**src/rtl/modulated_line_generator.sv**
```systemverilog
// Line-scan test-pattern generator: dark lead-in, background pixels and up to
// three square-wave modulated point sources, framed by start/stop strobes.
module modulated_line_generator #(
  parameter int         LINE_PIXELS       = 2048,
  parameter int         DARK_PIXELS_COUNT = 32,
  parameter int         PIXEL0_INDEX      = 63,
  parameter int         PIXEL1_INDEX      = 511,
  parameter int         PIXEL2_INDEX      = 1023,
  parameter int         PIXEL_DIVIDER     = 4,
  parameter logic [7:0] HIGH_LEVEL        = 8'd200,
  parameter logic [7:0] LOW_LEVEL         = 8'd20,
  parameter logic [7:0] BACKGROUND_LEVEL  = 8'd50,
  parameter logic [7:0] DARK_LEVEL        = 8'd0,
  parameter int         START_WIDTH       = 2,
  parameter int         STOP_HOLD_CYCLES  = 64
) (
  input  logic        s00_axi_aclk,
  input  logic        s00_axi_aresetn,
  input  logic        run,
  input  logic [31:0] half_period0,
  input  logic [31:0] half_period1,
  input  logic [31:0] half_period2,
  input  logic [15:0] burst_lines,
  output logic        pixel_clock,
  output logic [7:0]  data,
  output logic        start,
  output logic        stop,
  output logic        busy
);

  localparam int TOTAL = DARK_PIXELS_COUNT + LINE_PIXELS;
  localparam int PW    = (TOTAL > 2) ? $clog2(TOTAL) : 1;

  localparam logic [PW-1:0] LAST_POS  = PW'(TOTAL - 1);
  localparam logic [PW-1:0] DARK_END  = PW'(DARK_PIXELS_COUNT);
  localparam logic [PW-1:0] SRC0_POS  = PW'(DARK_PIXELS_COUNT + PIXEL0_INDEX);
  localparam logic [PW-1:0] SRC1_POS  = PW'(DARK_PIXELS_COUNT + PIXEL1_INDEX);
  localparam logic [PW-1:0] SRC2_POS  = PW'(DARK_PIXELS_COUNT + PIXEL2_INDEX);
  localparam logic [31:0]   HALF_M1   = 32'(PIXEL_DIVIDER / 2 - 1);
  localparam logic [31:0]   START_M1  = 32'(START_WIDTH - 1);
  localparam logic [31:0]   HOLD_M1   = 32'(STOP_HOLD_CYCLES - 1);

  typedef enum logic [2:0] {IDLE, START_PULSE, STREAM, DRAIN, STOP_HOLD} state_t;

  state_t          state_q, state_d;
  logic            armed_q, armed_d;
  logic            run_q, run_d;
  logic            start_q, start_d;
  logic            stop_q, stop_d;
  logic            pclk_q, pclk_d;
  logic            busy_q, busy_d;
  logic [7:0]      data_q, data_d;
  logic [31:0]     div_q, div_d;
  logic [31:0]     seq_cnt_q, seq_cnt_d;
  logic [PW-1:0]   pix_q, pix_d;
  logic [15:0]     line_q, line_d;
  logic [15:0]     burst_q, burst_d;
  logic [2:0][31:0] hp_q, hp_d;
  logic [2:0][31:0] tog_q, tog_d;
  logic [2:0]      lvl_q, lvl_d;
  logic [2:0][31:0] hp_in;
  logic            run_rise, run_fall;

  assign hp_in = {half_period2, half_period1, half_period0};

  function automatic logic [7:0] pix_val(input logic [PW-1:0] p, input logic [2:0] lv);
    logic [7:0] v;
    v = BACKGROUND_LEVEL;
    if (p < DARK_END)       v = DARK_LEVEL;
    else if (p == SRC0_POS) v = lv[0] ? HIGH_LEVEL : LOW_LEVEL;
    else if (p == SRC1_POS) v = lv[1] ? HIGH_LEVEL : LOW_LEVEL;
    else if (p == SRC2_POS) v = lv[2] ? HIGH_LEVEL : LOW_LEVEL;
    return v;
  endfunction

  // armed_q blocks edge detection on the first clock after reset release, so a
  // run level already high at release is not mistaken for a new request
  assign run_rise = armed_q & run & ~run_q;
  assign run_fall = run_q & ~run;

  always_comb begin
    state_d   = state_q;
    armed_d   = 1'b1;
    run_d     = run;
    start_d   = start_q;
    stop_d    = stop_q;
    pclk_d    = pclk_q;
    data_d    = data_q;
    div_d     = div_q;
    seq_cnt_d = seq_cnt_q;
    pix_d     = pix_q;
    line_d    = line_q;
    burst_d   = burst_q;
    hp_d      = hp_q;
    tog_d     = tog_q;
    lvl_d     = lvl_q;

    case (state_q)
      IDLE: begin
        if (run_rise) begin
          state_d   = START_PULSE;
          start_d   = 1'b1;
          seq_cnt_d = '0;
          hp_d      = hp_in;
          burst_d   = burst_lines;
        end
      end
      START_PULSE: begin
        if (seq_cnt_q == START_M1) begin
          state_d = STREAM;
          start_d = 1'b0;
          pclk_d  = 1'b0;
          div_d   = '0;
          pix_d   = '0;
          line_d  = '0;
          for (int k = 0; k < 3; k++) begin
            tog_d[k] = '0;
            lvl_d[k] = (hp_q[k] != '0);
          end
          data_d = pix_val('0, lvl_d);
        end else begin
          seq_cnt_d = seq_cnt_q + 32'd1;
        end
      end
      STREAM, DRAIN: begin
        for (int k = 0; k < 3; k++) begin
          if (hp_q[k] == '0) begin
            tog_d[k] = '0;
            lvl_d[k] = 1'b0;
          end else if (tog_q[k] == hp_q[k] - 32'd1) begin
            tog_d[k] = '0;
            lvl_d[k] = ~lvl_q[k];
          end else begin
            tog_d[k] = tog_q[k] + 32'd1;
          end
        end
        if (state_q == STREAM && run_fall) state_d = DRAIN;
        if (div_q == HALF_M1) begin
          div_d  = '0;
          pclk_d = ~pclk_q;
          // falling edge of pixel_clock: advance pixel and present next value
          if (pclk_q) begin
            if (pix_q == LAST_POS) begin
              pix_d  = '0;
              line_d = line_q + 16'd1;
              data_d = pix_val('0, lvl_q);
              if (state_q == DRAIN || (burst_q != '0 && line_d == burst_q)) begin
                state_d   = STOP_HOLD;
                stop_d    = 1'b1;
                data_d    = '0;
                seq_cnt_d = '0;
              end
            end else begin
              pix_d  = pix_q + 1'b1;
              data_d = pix_val(pix_d, lvl_q);
            end
          end
        end else begin
          div_d = div_q + 32'd1;
        end
      end
      STOP_HOLD: begin
        pclk_d = 1'b0;
        data_d = '0;
        if (seq_cnt_q == HOLD_M1) begin
          state_d = IDLE;
          stop_d  = 1'b0;
        end else begin
          seq_cnt_d = seq_cnt_q + 32'd1;
        end
      end
      default: state_d = IDLE;
    endcase

    busy_d = (state_d != IDLE);
  end

  always_ff @(posedge s00_axi_aclk or negedge s00_axi_aresetn) begin
    if (!s00_axi_aresetn) begin
      state_q   <= IDLE;
      armed_q   <= 1'b0;
      run_q     <= 1'b0;
      start_q   <= 1'b0;
      stop_q    <= 1'b0;
      pclk_q    <= 1'b0;
      busy_q    <= 1'b0;
      data_q    <= '0;
      div_q     <= '0;
      seq_cnt_q <= '0;
      pix_q     <= '0;
      line_q    <= '0;
      burst_q   <= '0;
      hp_q      <= '0;
      tog_q     <= '0;
      lvl_q     <= 3'b111;
    end else begin
      state_q   <= state_d;
      armed_q   <= armed_d;
      run_q     <= run_d;
      start_q   <= start_d;
      stop_q    <= stop_d;
      pclk_q    <= pclk_d;
      busy_q    <= busy_d;
      data_q    <= data_d;
      div_q     <= div_d;
      seq_cnt_q <= seq_cnt_d;
      pix_q     <= pix_d;
      line_q    <= line_d;
      burst_q   <= burst_d;
      hp_q      <= hp_d;
      tog_q     <= tog_d;
      lvl_q     <= lvl_d;
    end
  end

  assign pixel_clock = pclk_q;
  assign data        = data_q;
  assign start       = start_q;
  assign stop        = stop_q;
  assign busy        = busy_q;

endmodule

```
**config.mk**
```make
export PLATFORM = sky130hd
export DESIGN_NAME = modulated_line_generator
export DESIGN_NICKNAME = d
export VERILOG_FILES = /design/src/rtl/modulated_line_generator.sv
export SDC_FILE = /design/constraint.sdc
export NUM_CORES = 1
export LEC_CHECK = 0
export ABC_CLOCK_PERIOD_IN_PS = 4200
export BUFFER_PORTS_ARGS = -buffer_cell sky130_fd_sc_hd__buf_2
export CORE_UTILIZATION = 55
export CTS_BUF_LIST = sky130_fd_sc_hd__clkbuf_2 sky130_fd_sc_hd__clkbuf_4 sky130_fd_sc_hd__clkbuf_8
export DETAILED_ROUTE_END_ITERATION = 8
export GPL_TIMING_DRIVEN = 0
export PLACE_DENSITY = 0.83
export REMOVE_ABC_BUFFERS = 1
export SLEW_MARGIN = 20
export SYNTH_ARGS = -nofsm -noshare
export SYNTH_HDL_FRONTEND = slang
export SYNTH_SLANG_ARGS = --single-unit
```
**constraint.sdc**
```tcl
create_clock -name s00_axi_aclk -period 4.2 [get_ports s00_axi_aclk]
set_input_delay 0.63 -clock s00_axi_aclk [delete_from_list [all_inputs] [get_ports s00_axi_aclk]]
set_output_delay 0.63 -clock s00_axi_aclk [all_outputs]
set_load 0.05 [all_outputs]
```
==> results of run 1 <==
-- flip-flops by register name (all words and copies together), names as in the netlist, 4 cells and up --
register	count
burst_q	16
tog_q	96
seq_cnt_q	32
div_q	32
data	4
hp_q	96
line_q	16
pix_q	12
-- cells in the final DEF, fill, tap and decap left out, types with 10 or more instances in the layout --
master / n
o31ai_1: 17
mux2i_1: 10
nor3_1: 65
nand2b_1: 34
nand3_1: 81
buf_2: 124
a21oi_1: 66
buf_4: 17
and4_1: 17
xnor2_1: 142
xor2_1: 95
a31oi_1: 44
inv_1: 42
ha_1: 15
nor2_1: 222
and2_1: 16
nand4_1: 54
mux2_2: 117
dfrtp_1: 309
nand2_1: 154
clkbuf_4: 13
nor2b_1: 14
nor4_1: 66
and3_1: 39
or4_1: 19
o21ai_0: 97
or3_1: 35
clkbuf_8: 78
o41ai_1: 13
-- report_power, final --
part           internal [mW]  total (mW)  switching, mW  leakage [nW]
logic                 0.0472       0.125         0.0777          4.57
clock network           1.88        3.19           1.31         0.688
registers               3.05        3.05       0.000359          4.36
total                   4.98        6.36           1.39          9.62
-- worst max path at each step --
stage                                     to  slack (ns)  cells after the start
finish                 tog_q[94]$_DFFE_PN0P_        0.07                     12
detailed placement      lvl_q[2]$_DFFE_PN1P_       -0.46                     11
global route           tog_q[94]$_DFFE_PN0P_       -0.01                     12
floorplan           seq_cnt_q[3]$_DFFE_PN0P_       -1.50                      7
global placement    seq_cnt_q[3]$_DFFE_PN0P_       -3.78                      7
CTS                     tog_q[5]$_DFFE_PN0P_        0.02                     10
-- per-layer routing --
metal  routed length [um]  track usage  vias to the layer above
li1                     -            -                     7749
met1                20400        0.357                     8065
met2                22800        0.440                      559
met3                 2630       0.0417                      105
met4                 1200       0.0910                        0
met5                    0            0                        -
-- cell usage after synthesis, drive strengths merged (22+ instances only) --
| master | number | area [um^2] |
|---|---|---|
| nor2 | 223 | 837 |
| xnor2 | 142 | 1240 |
| nand4 | 54 | 338 |
| or3 | 35 | 219 |
| nand3 | 82 | 415 |
| a21oi | 69 | 345 |
| nor3 | 65 | 325 |
| nand2b | 34 | 213 |
| a31oi | 46 | 303 |
| mux2 | 117 | 1320 |
| inv | 43 | 161 |
| and3 | 39 | 244 |
| nand2 | 156 | 586 |
| clkbuf | 86 | 323 |
| o21ai | 100 | 500 |
| nor4 | 73 | 469 |
| or4 | 22 | 169 |
| xor2 | 95 | 832 |
| dfrtp | 313 | 7830 |
-- final cells by class --
class | count | share of cell area
clock buffers | 91 | 0.0539
well taps | 448 | 0.0258
clock inverters | 12 | 0.00524
flip-flops and latches | 316 | 0.365
inverters | 43 | 0.00743
multi-input cells | 1609 | 0.493
repair buffers | 161 | 0.0496
-- cell families (layout without fill, tap and decap cells) --
| logic type | count (synthesis) | after routing | share of synthesized area |
|---|---|---|---|
| AO/OA/AOI/OAI | 340 | 342 | 0.116 |
| XOR/XNOR | 237 | 237 | 0.109 |
| adder cells (fa/ha/maj) | 16 | 16 | 0.0105 |
| buffers and inverters | 147 | 307 | 0.0308 |
| flip-flops | 316 | 316 | 0.416 |
| multiplexers | 127 | 127 | 0.0746 |
| other | 2 | 2 | 0.000395 |
| AND/OR/NAND/NOR | 885 | 885 | 0.242 |
-- worst reg2reg max path, cell delays in order, from the launching register on --
cell	delay [ns]
dfrtp_2	0.44
inv_1	0.10
ha_2	0.21
or3b_4	0.41
or4_4	0.47
or4_1	0.42
a2111o_1	0.41
or4_1	0.43
a2111o_1	0.51
buf_6	0.18
a31oi_4	0.21
buf_4	0.17
a21oi_1	0.04
-- what timing repair did --
item                                    in CTS  in global routing
resized for setup                           12                 16
hold endpoints to repair                    63                  0
buffers inserted                            10                  7
pin swaps                                    5                  3
endpoints found under the setup margin      89                100
cloned                                       2                  0
hold buffers                                 1                  0
-- stage by stage --
stage	util	total power, mW
after floorplan	-	3.11
final	0.643	6.36
after detailed placement	0.596	3.23
after global routing	0.643	6.59
after CTS	0.639	6.44
after global placement	0.585	3.22
==> flow_metrics.py, run 1 <==
metrics = {
    "timing": {
        "tightest_slew_ns": 1.07,
        "slew_headroom": 0.284,
        "min_period_ns": 4.13,
        "slew_viol_final": 0,
        "worst_clock_skew_ns": 0.0190,
        "finalWorstSetupSlack_ns": 0.0717,
        "hold_ws_ns": 0.180,
        "hold_violations": 0,
        "rsz0062_at_grt": "true",
        "finalSetupViolCount": 0,
        "fmax_mhz": 242,
        "setup_tns_ns": 0,
        "period_share": 0.983,
    },
    "route": {
        "routed_via_density": 6.15,
        "ant_nets": 0,
        "wl_mm": 47.0,
        "wl_per_cell_um": 17.6,
        "drt-pass1-iter-count": 6,
        "vias": 16478,
        "drc": 0,
        "drt-initial-drc-count": 1382,
    },
    "floorplan": {
        "core_area_um2": 33800,
        "rows": 67,
        "initial_core_util": 0.562,
        "fp.dieW_um": 188,
        "dieArea_um2": 35300,
        "fp.dieH_um": 188,
        "ioPinCount": 127,
    },
    "layout": {
        "instances_no_fill": 2680,
        "multi_input_area_um2": 10700,
        "synthToLayoutAreaGrowth_pct": 14.3,
        "drive_gt1_frac": 0.196,
        "nNetsFinal": 2317,
        "fill_cells": 2679,
        "final_area_um2": 21700,
        "diodes": 0,
        "seqCellArea_um2": 7920,
    },
    "critical_path": {
        "crit_chain": "inv_1, ha_2, or3b_4, or4_4, or4_1, a2111o_1, or4_1, a2111o_1, buf_6, a31oi_4, buf_4, a21oi_1",
        "cp-start-kind": "flop",
        "critPathMaxFanout": 6,
        "crit_buf_inv": 3,
        "crit_path_top_delay_cell": "a2111o_1",
        "r2r_slack_ns": 0.07,
        "worst_setup_path_end_kind": "flop",
        "crit_arrival_ns": 4.64,
        "rr_worst_depth": 12,
        "crit_start": "hp_q[64]$_DFFE_PN0P_",
        "r2r_end": "tog_q[94]$_DFFE_PN0P_",
        "path_class": "reg2reg",
        "r2r_start": "hp_q[64]$_DFFE_PN0P_",
        "slowest_delay_ns": 0.51,
        "critPathRequiredTime_ns": 4.71,
        "crit_family": "simple AND/OR/NAND/NOR gates",
    },
    "flow_run": {
        "drv_cap": 0,
    },
    "synthesis": {
        "postSynth.asyncResetShare": 1.00,
        "netlist_instances": 2070,
        "ys_types": 80,
        "yosysWarnings": 0,
        "yosysSeqAreaShare": 0.416,
        "synth-edff-count": 0,
        "synth_flop_cell": "dfrtp_1",
        "synth_area_um2": 19000,
        "ys_ff_latch": 316,
        "avgSynthCellArea_um2": 9.18,
    },
    "place": {
        "hpwl_mm": 32.8,
        "port_buffers": 125,
        "dpl-instance-area_um2": 20100,
        "dp_cells": 2557,
        "place_congestion": 0.914,
        "pre_cts_ws_ns": -0.463,
    },
    "min_path": {
        "min_to": "run_q$_DFF_PN0_",
        "hold_path_startpoint": "run",
        "hold_class": "in2reg",
        "hold_path_depth": 1,
    },
    "global_routing": {
        "grt_overflow": 0,
        "grtUsageTotal": 0.267,
        "grt_pass1_vias": 16064,
        "grt_antenna_before_repair": 0,
        "grt_max_degree": 97,
        "grt_pass1_wl_mm": 78.5,
    },
    "cts": {
        "clock_sinks": 316,
        "cts_buffers": 55,
        "cts_buffer_depth": 3,
        "clkLatencyLatePin_ns": 0.64,
        "cts_tree": "done",
        "htreeDepth": 2,
        "clkSlewWorstSetupHoldPaths_ns": 0.07,
        "cts_root_buf": "clkbuf_8",
    },
    "power": {
        "power_density_nw_per_um2": 293,
        "p_leak_nw": 9.62,
        "ir_drop_mv": 0.213,
    },
    "run_status": {
        "status": "finished, final reports clean",
    },
}
Note: power is estimated with default switching activity, not from simulation.
==> run 2: changes to the inputs <==
--- a/config.mk
+++ b/config.mk
@@ -11,7 +11,7 @@
 export CTS_BUF_LIST = sky130_fd_sc_hd__clkbuf_2 sky130_fd_sc_hd__clkbuf_4 sky130_fd_sc_hd__clkbuf_8
 export DETAILED_ROUTE_END_ITERATION = 8
 export GPL_TIMING_DRIVEN = 0
-export PLACE_DENSITY = 0.83
+export PLACE_DENSITY = 0.77
 export REMOVE_ABC_BUFFERS = 1
 export SLEW_MARGIN = 20
 export SYNTH_ARGS = -nofsm -noshare
==> flow_metrics.py, run 2 (synthesis results as in run 1) <==
metrics = {
    "run_status": {
        "status": "finished, final reports clean",
    },
    "global_routing": {
        "grt_max_degree": 90,
        "grtUsageTotal": 0.262,
        "grt_pass1_wl_mm": 77.4,
        "grt_overflow": 0,
        "grt_antenna_before_repair": 0,
        "grt_pass1_vias": 15702,
    },
    "layout": {
        "nNetsFinal": 2308,
        "synthToLayoutAreaGrowth_pct": 13.6,
        "reg_top3": "hp_q: 96 flops, tog_q: 96 flops",
        "instances_no_fill": 2667,
        "layout_commonest_cell": "dfrtp_1",
        "diodes": 0,
        "fill_cells": 2768,
        "drive_gt1_frac": 0.191,
        "layout_common_cells": "dfrtp_1, nor2_1, nand2_1",
    },
    "cts": {
        "cts_root_buf": "clkbuf_8",
        "htreeDepth": 2,
        "cts_tree": "done",
        "clkSlewWorstSetupHoldPaths_ns": 0.06,
        "clock_sinks": 316,
        "cts_buffers": 54,
        "clkLatencyLatePin_ns": 0.62,
        "cts_buffer_depth": 3,
    },
    "place": {
        "port_buffers": 125,
        "hpwl_mm": 32.5,
        "place_congestion": 0.898,
        "dp_cells": 2559,
    },
    "route": {
        "routed_via_density": 6.07,
        "drt-initial-drc-count": 1262,
        "ant_nets": 0,
        "drt-pass1-iter-count": 5,
        "wl_per_cell_um": 17.3,
        "drc": 0,
        "vias": 16200,
        "wl_mm": 46.0,
    },
    "critical_path": {
        "cp-start-kind": "flop",
        "crit_buf_inv": 1,
        "path_class": "reg2reg",
        "crit_family": "simple AND/OR/NAND/NOR gates",
        "crit_arrival_ns": 4.59,
        "critPathRequiredTime_ns": 4.71,
        "crit_path_top_delay_cell": "or4_4",
        "worst_setup_path_end_kind": "flop",
        "critPathMaxFanout": 9,
        "crit_chain": "or4_4, or4_4, or4_1, a2111o_1, or4_1, a2111o_1, nand3_4, buf_4, a21oi_1, a21o_1",
        "slowest_delay_ns": 0.63,
    },
    "timing": {
        "hold_violations": 0,
        "finalSetupViolCount": 0,
        "period_share": 0.972,
        "fmax_mhz": 245,
        "tightest_slew_ns": 1.03,
        "slew_headroom": 0.308,
        "min_period_ns": 4.08,
        "worst_clock_skew_ns": 0.0189,
        "slew_viol_final": 0,
    },
    "min_path": {
        "hold_class": "in2reg",
    },
    "power": {
        "power.switching_mw": 1.36,
        "power_frac_comb": 0.020,
        "total_power_mw": 6.22,
        "clock_power_share": 0.490,
        "pwr-share-seq": 0.490,
        "power_density_nw_per_um2": 288,
        "internal_power_mw": 4.85,
        "swShare": 0.219,
        "p_leak_nw": 9.54,
        "ir_drop_mv": 0.240,
    },
    "floorplan": {
        "ioPinCount": 127,
        "rows": 67,
        "fp.dieW_um": 188,
        "dieArea_um2": 35300,
        "core_area_um2": 33800,
        "fp.dieH_um": 188,
        "initial_core_util": 0.562,
    },
    "flow_run": {
        "drv_cap": 0,
    },
}
[run 2: cell types whose count changed in the layout (fill, tap and decap cells not counted), sizes merged]
cell,delta
buf,-7
clkinv,-4
clkbuf,-3
clkinvlp,+2
a21oi,-1
[run 2: per-stage QoR]
step	hold slack (ns)	instance area (um^2)	util	setup TNS, ns	setup slack, ns
after floorplan	0.334	18600	-	-171.58	-1.50
after global placement	0.472	19800	0.585	-1687.47	-4.02
after detailed placement	0.476	20100	0.596	-26.23	-0.482
after CTS	0.170	21500	0.636	0	0.0168
after global routing	0.178	21600	0.639	-0.0380	-0.0107
final	0.205	21600	0.639	0	0.117
[run 2: power groups by stage]
stage / Combinational (mW) / Clock (mW) / Sequential, mW
6_report: 0.124 / 3.04 / 3.05
5_1_grt: 0.145 / 3.25 / 3.04
4_1_cts: 0.130 / 3.12 / 3.05
3_5_place_dp: 0.129 / 0 / 3.10
3_3_place_gp: 0.115 / 0 / 3.10
2_1_floorplan: 0.00355 / 0 / 3.10
[run 2: layout make-up]
| class | instances | area (um^2) | share of cell area |
|---|---|---|---|
| clock buffers | 88 | 1090 | 0.0506 |
| inverters | 43 | 161 | 0.00748 |
| clock inverters | 10 | 105 | 0.00487 |
| flip-flops and latches | 316 | 7910 | 0.367 |
| multi-input cells | 1608 | 10700 | 0.496 |
| well taps | 448 | 561 | 0.0260 |
| repair buffers | 154 | 1050 | 0.0486 |
[run 2: final timing paths]
kind                            slack, ns                  from  cells past startpoint                     to
worst min-delay path                 0.20                   run                      1        run_q$_DFF_PN0_
max in group asynchronous            2.42       s00_axi_aresetn                      4   lvl_q[1]$_DFFE_PN1P_
worst min register to register       0.49   data[4]$_DFFE_PN0P_                      2    data[4]$_DFFE_PN0P_
worst max register to register       0.12  hp_q[68]$_DFFE_PN0P_                     10  tog_q[66]$_DFFE_PN0P_
min in group asynchronous            0.56       s00_axi_aresetn                      2  tog_q[82]$_DFFE_PN0P_
worst max-delay path                 0.12  hp_q[68]$_DFFE_PN0P_                     10  tog_q[66]$_DFFE_PN0P_
[run 2: metal layers]
layer	global-route usage	wire, um	vias up
met1	0.361	20500	7894
met5	0	0	-
met4	0.0894	1190	0
met3	0.0444	2720	91
li1	-	-	7717
met2	0.420	21600	498
[run 2: timing repair]
action	4_1_cts	5_1_grt
setup buffers	4	4
pin swaps	6	3
resized for setup	13	12
hold endpoints to repair	65	0
hold buffers	1	0
cloned	1	0
endpoints found under the setup margin	122	114
==> run 3: changes to the inputs <==
--- a/config.mk
+++ b/config.mk
@@ -12,6 +12,7 @@
 export DETAILED_ROUTE_END_ITERATION = 8
 export GPL_TIMING_DRIVEN = 0
 export PLACE_DENSITY = 0.77
+export RECOVER_POWER = 100
 export REMOVE_ABC_BUFFERS = 1
 export SLEW_MARGIN = 20
 export SYNTH_ARGS = -nofsm -noshare
==> flow_metrics.py, run 3 (synthesis results as in run 1) <==
metrics = {
    "floorplan": {
        "ioPinCount": 127,
        "core_area_um2": 33800,
        "fp.dieH_um": 188,
        "initial_core_util": 0.562,
        "dieArea_um2": 35300,
        "fp.dieW_um": 188,
        "rows": 67,
    },
    "cts": {
        "cts_buffers": 54,
        "clkLatencyLatePin_ns": 0.62,
        "htreeDepth": 2,
        "clock_sinks": 316,
        "clkSlewWorstSetupHoldPaths_ns": 0.06,
        "cts_tree": "done",
        "cts_root_buf": "clkbuf_8",
        "cts_buffer_depth": 3,
    },
    "power": {
        "power_density_nw_per_um2": 290,
        "total_power_mw": 6.21,
        "p_leak_nw": 9.41,
        "ir_drop_mv": 0.240,
    },
    "route": {
        "drt-initial-drc-count": 1339,
        "wl_mm": 46.1,
        "vias": 16180,
        "drc": 0,
        "ant_nets": 0,
        "drt-pass1-iter-count": 5,
        "routed_via_density": 6.07,
        "wl_per_cell_um": 17.3,
    },
    "global_routing": {
        "grt_max_degree": 90,
        "grt_pass1_vias": 15702,
        "grt_busiest_layer": "met2",
        "grt_use_met2": 0.420,
        "grt_overflow": 0,
        "grt_pass1_wl_mm": 77.4,
        "grtUsageTotal": 0.262,
        "grt_use_met3": 0.0444,
        "grt.met1_usage": 0.361,
        "grt_antenna_before_repair": 0,
    },
    "critical_path": {
        "worst_setup_path_end_kind": "flop",
        "cp-start-kind": "flop",
        "crit_chain": "or4_4, or4_4, or4_1, a2111o_1, or4_1, a2111o_1, nand3_4, buf_4, a21oi_1, a21o_1",
        "path_class": "reg2reg",
        "crit_path_top_delay_cell": "or4_4",
        "slowest_delay_ns": 0.63,
        "crit_arrival_ns": 4.59,
        "critPathMaxFanout": 9,
        "critPathRequiredTime_ns": 4.70,
    },
    "timing": {
        "finalSetupViolCount": 0,
        "hold_violations": 0,
        "tightest_slew_ns": 1.82,
        "period_share": 0.972,
        "fmax_mhz": 245,
        "slew_viol_final": 151,
        "min_period_ns": 4.08,
        "worst_clock_skew_ns": 0.0185,
        "slew_headroom": -0.213,
    },
    "place": {
        "place_congestion": 0.898,
        "port_buffers": 125,
        "dpl-instance-area_um2": 20100,
        "hpwl_mm": 32.5,
        "dp_cells": 2559,
    },
    "layout": {
        "reg_top3": "hp_q: 96 flops, tog_q: 96 flops",
        "instances_no_fill": 2667,
        "multi_input_area_um2": 10700,
        "diodes": 0,
        "synthToLayoutAreaGrowth_pct": 12.7,
        "drive_gt1_frac": 0.179,
        "fill_cells": 2793,
        "layout_commonest_cell": "dfrtp_1",
        "seqCellArea_um2": 7910,
        "nNetsFinal": 2308,
        "final_area_um2": 21400,
        "layout_common_cells": "dfrtp_1, nor2_1, nand2_1",
    },
    "flow_run": {
        "drv_cap": 2,
    },
    "min_path": {
        "hold_class": "in2reg",
    },
    "run_status": {
        "status": "finished, violations left",
        "violations": "capacitance limit, slew limit",
    },
}
[run 3: cell count changes in the layout (fill, tap and decap cells not counted), sizes merged]
cell,before,now
buf,153,128
clkbuf,88,113
[run 3: area by class of cell]
cell class | count | area share
clock buffers | 88 | 0.0510
clock inverters | 10 | 0.00491
inverters | 43 | 0.00753
multi-input cells | 1608 | 0.499
flip-flops and latches | 316 | 0.369
well taps | 448 | 0.0262
repair buffers | 154 | 0.0416
[run 3: worst max-delay path: cells and delay by family, from the launching register on]
kind                   cells  cell delay [ns]
buffers and inverters      1             0.15
AO/OA/AOI/OAI              4             1.15
AND/OR/NAND/NOR            5             2.21
flip-flops                 1             0.48
[run 3: routing by layer]
layer  share of wire  routed length, um
met5               0                  0
met4           0.025               1160
met3           0.058               2680
met2            0.47              21600
met1            0.45              20600
[run 3: per-stage QoR]
step           setup slack, ns   util  TNS [ns]  hold slack (ns)
5_1_grt                -0.0107  0.634   -0.0380            0.211
4_1_cts                 0.0168  0.636         0            0.170
3_5_place_dp            -0.482  0.596    -26.23            0.476
2_1_floorplan            -1.50      -   -171.58            0.334
3_3_place_gp             -4.02  0.585  -1687.47            0.472
6_report                 0.116  0.634         0            0.241
[run 3: timing repair]
action,in CTS,in global routing
buffers inserted,4,4
pin swaps,6,3
gates resized for setup,13,12
cloned,1,0
hold buffers,1,0
setup endpoints to repair,122,114
hold endpoints to repair,65,0
[run 3: final timing paths]
check	start	end	slack [ns]	cells after the start
worst max-delay path	hp_q[68]$_DFFE_PN0P_	tog_q[66]$_DFFE_PN0P_	0.12	10
worst min-delay path	half_period1[4]	hp_q[36]$_DFFE_PN0P_	0.24	2
worst max register to register	hp_q[68]$_DFFE_PN0P_	tog_q[66]$_DFFE_PN0P_	0.12	10
worst min register to register	seq_cnt_q[31]$_DFFE_PN0P_	seq_cnt_q[31]$_DFFE_PN0P_	0.49	1
max in group asynchronous	s00_axi_aresetn	seq_cnt_q[15]$_DFFE_PN0P_	0.63	3
min in group asynchronous	s00_axi_aresetn	tog_q[82]$_DFFE_PN0P_	0.97	2
[run 3: report_power, final]
part	leakage (nW)	switching [mW]	internal, mW	total [mW]
sequential	4.37	0.000362	3.05	3.05
combinational	4.41	0.0759	0.0415	0.117
clock	0.636	1.28	1.76	3.04
total	9.41	1.36	4.85	6.21
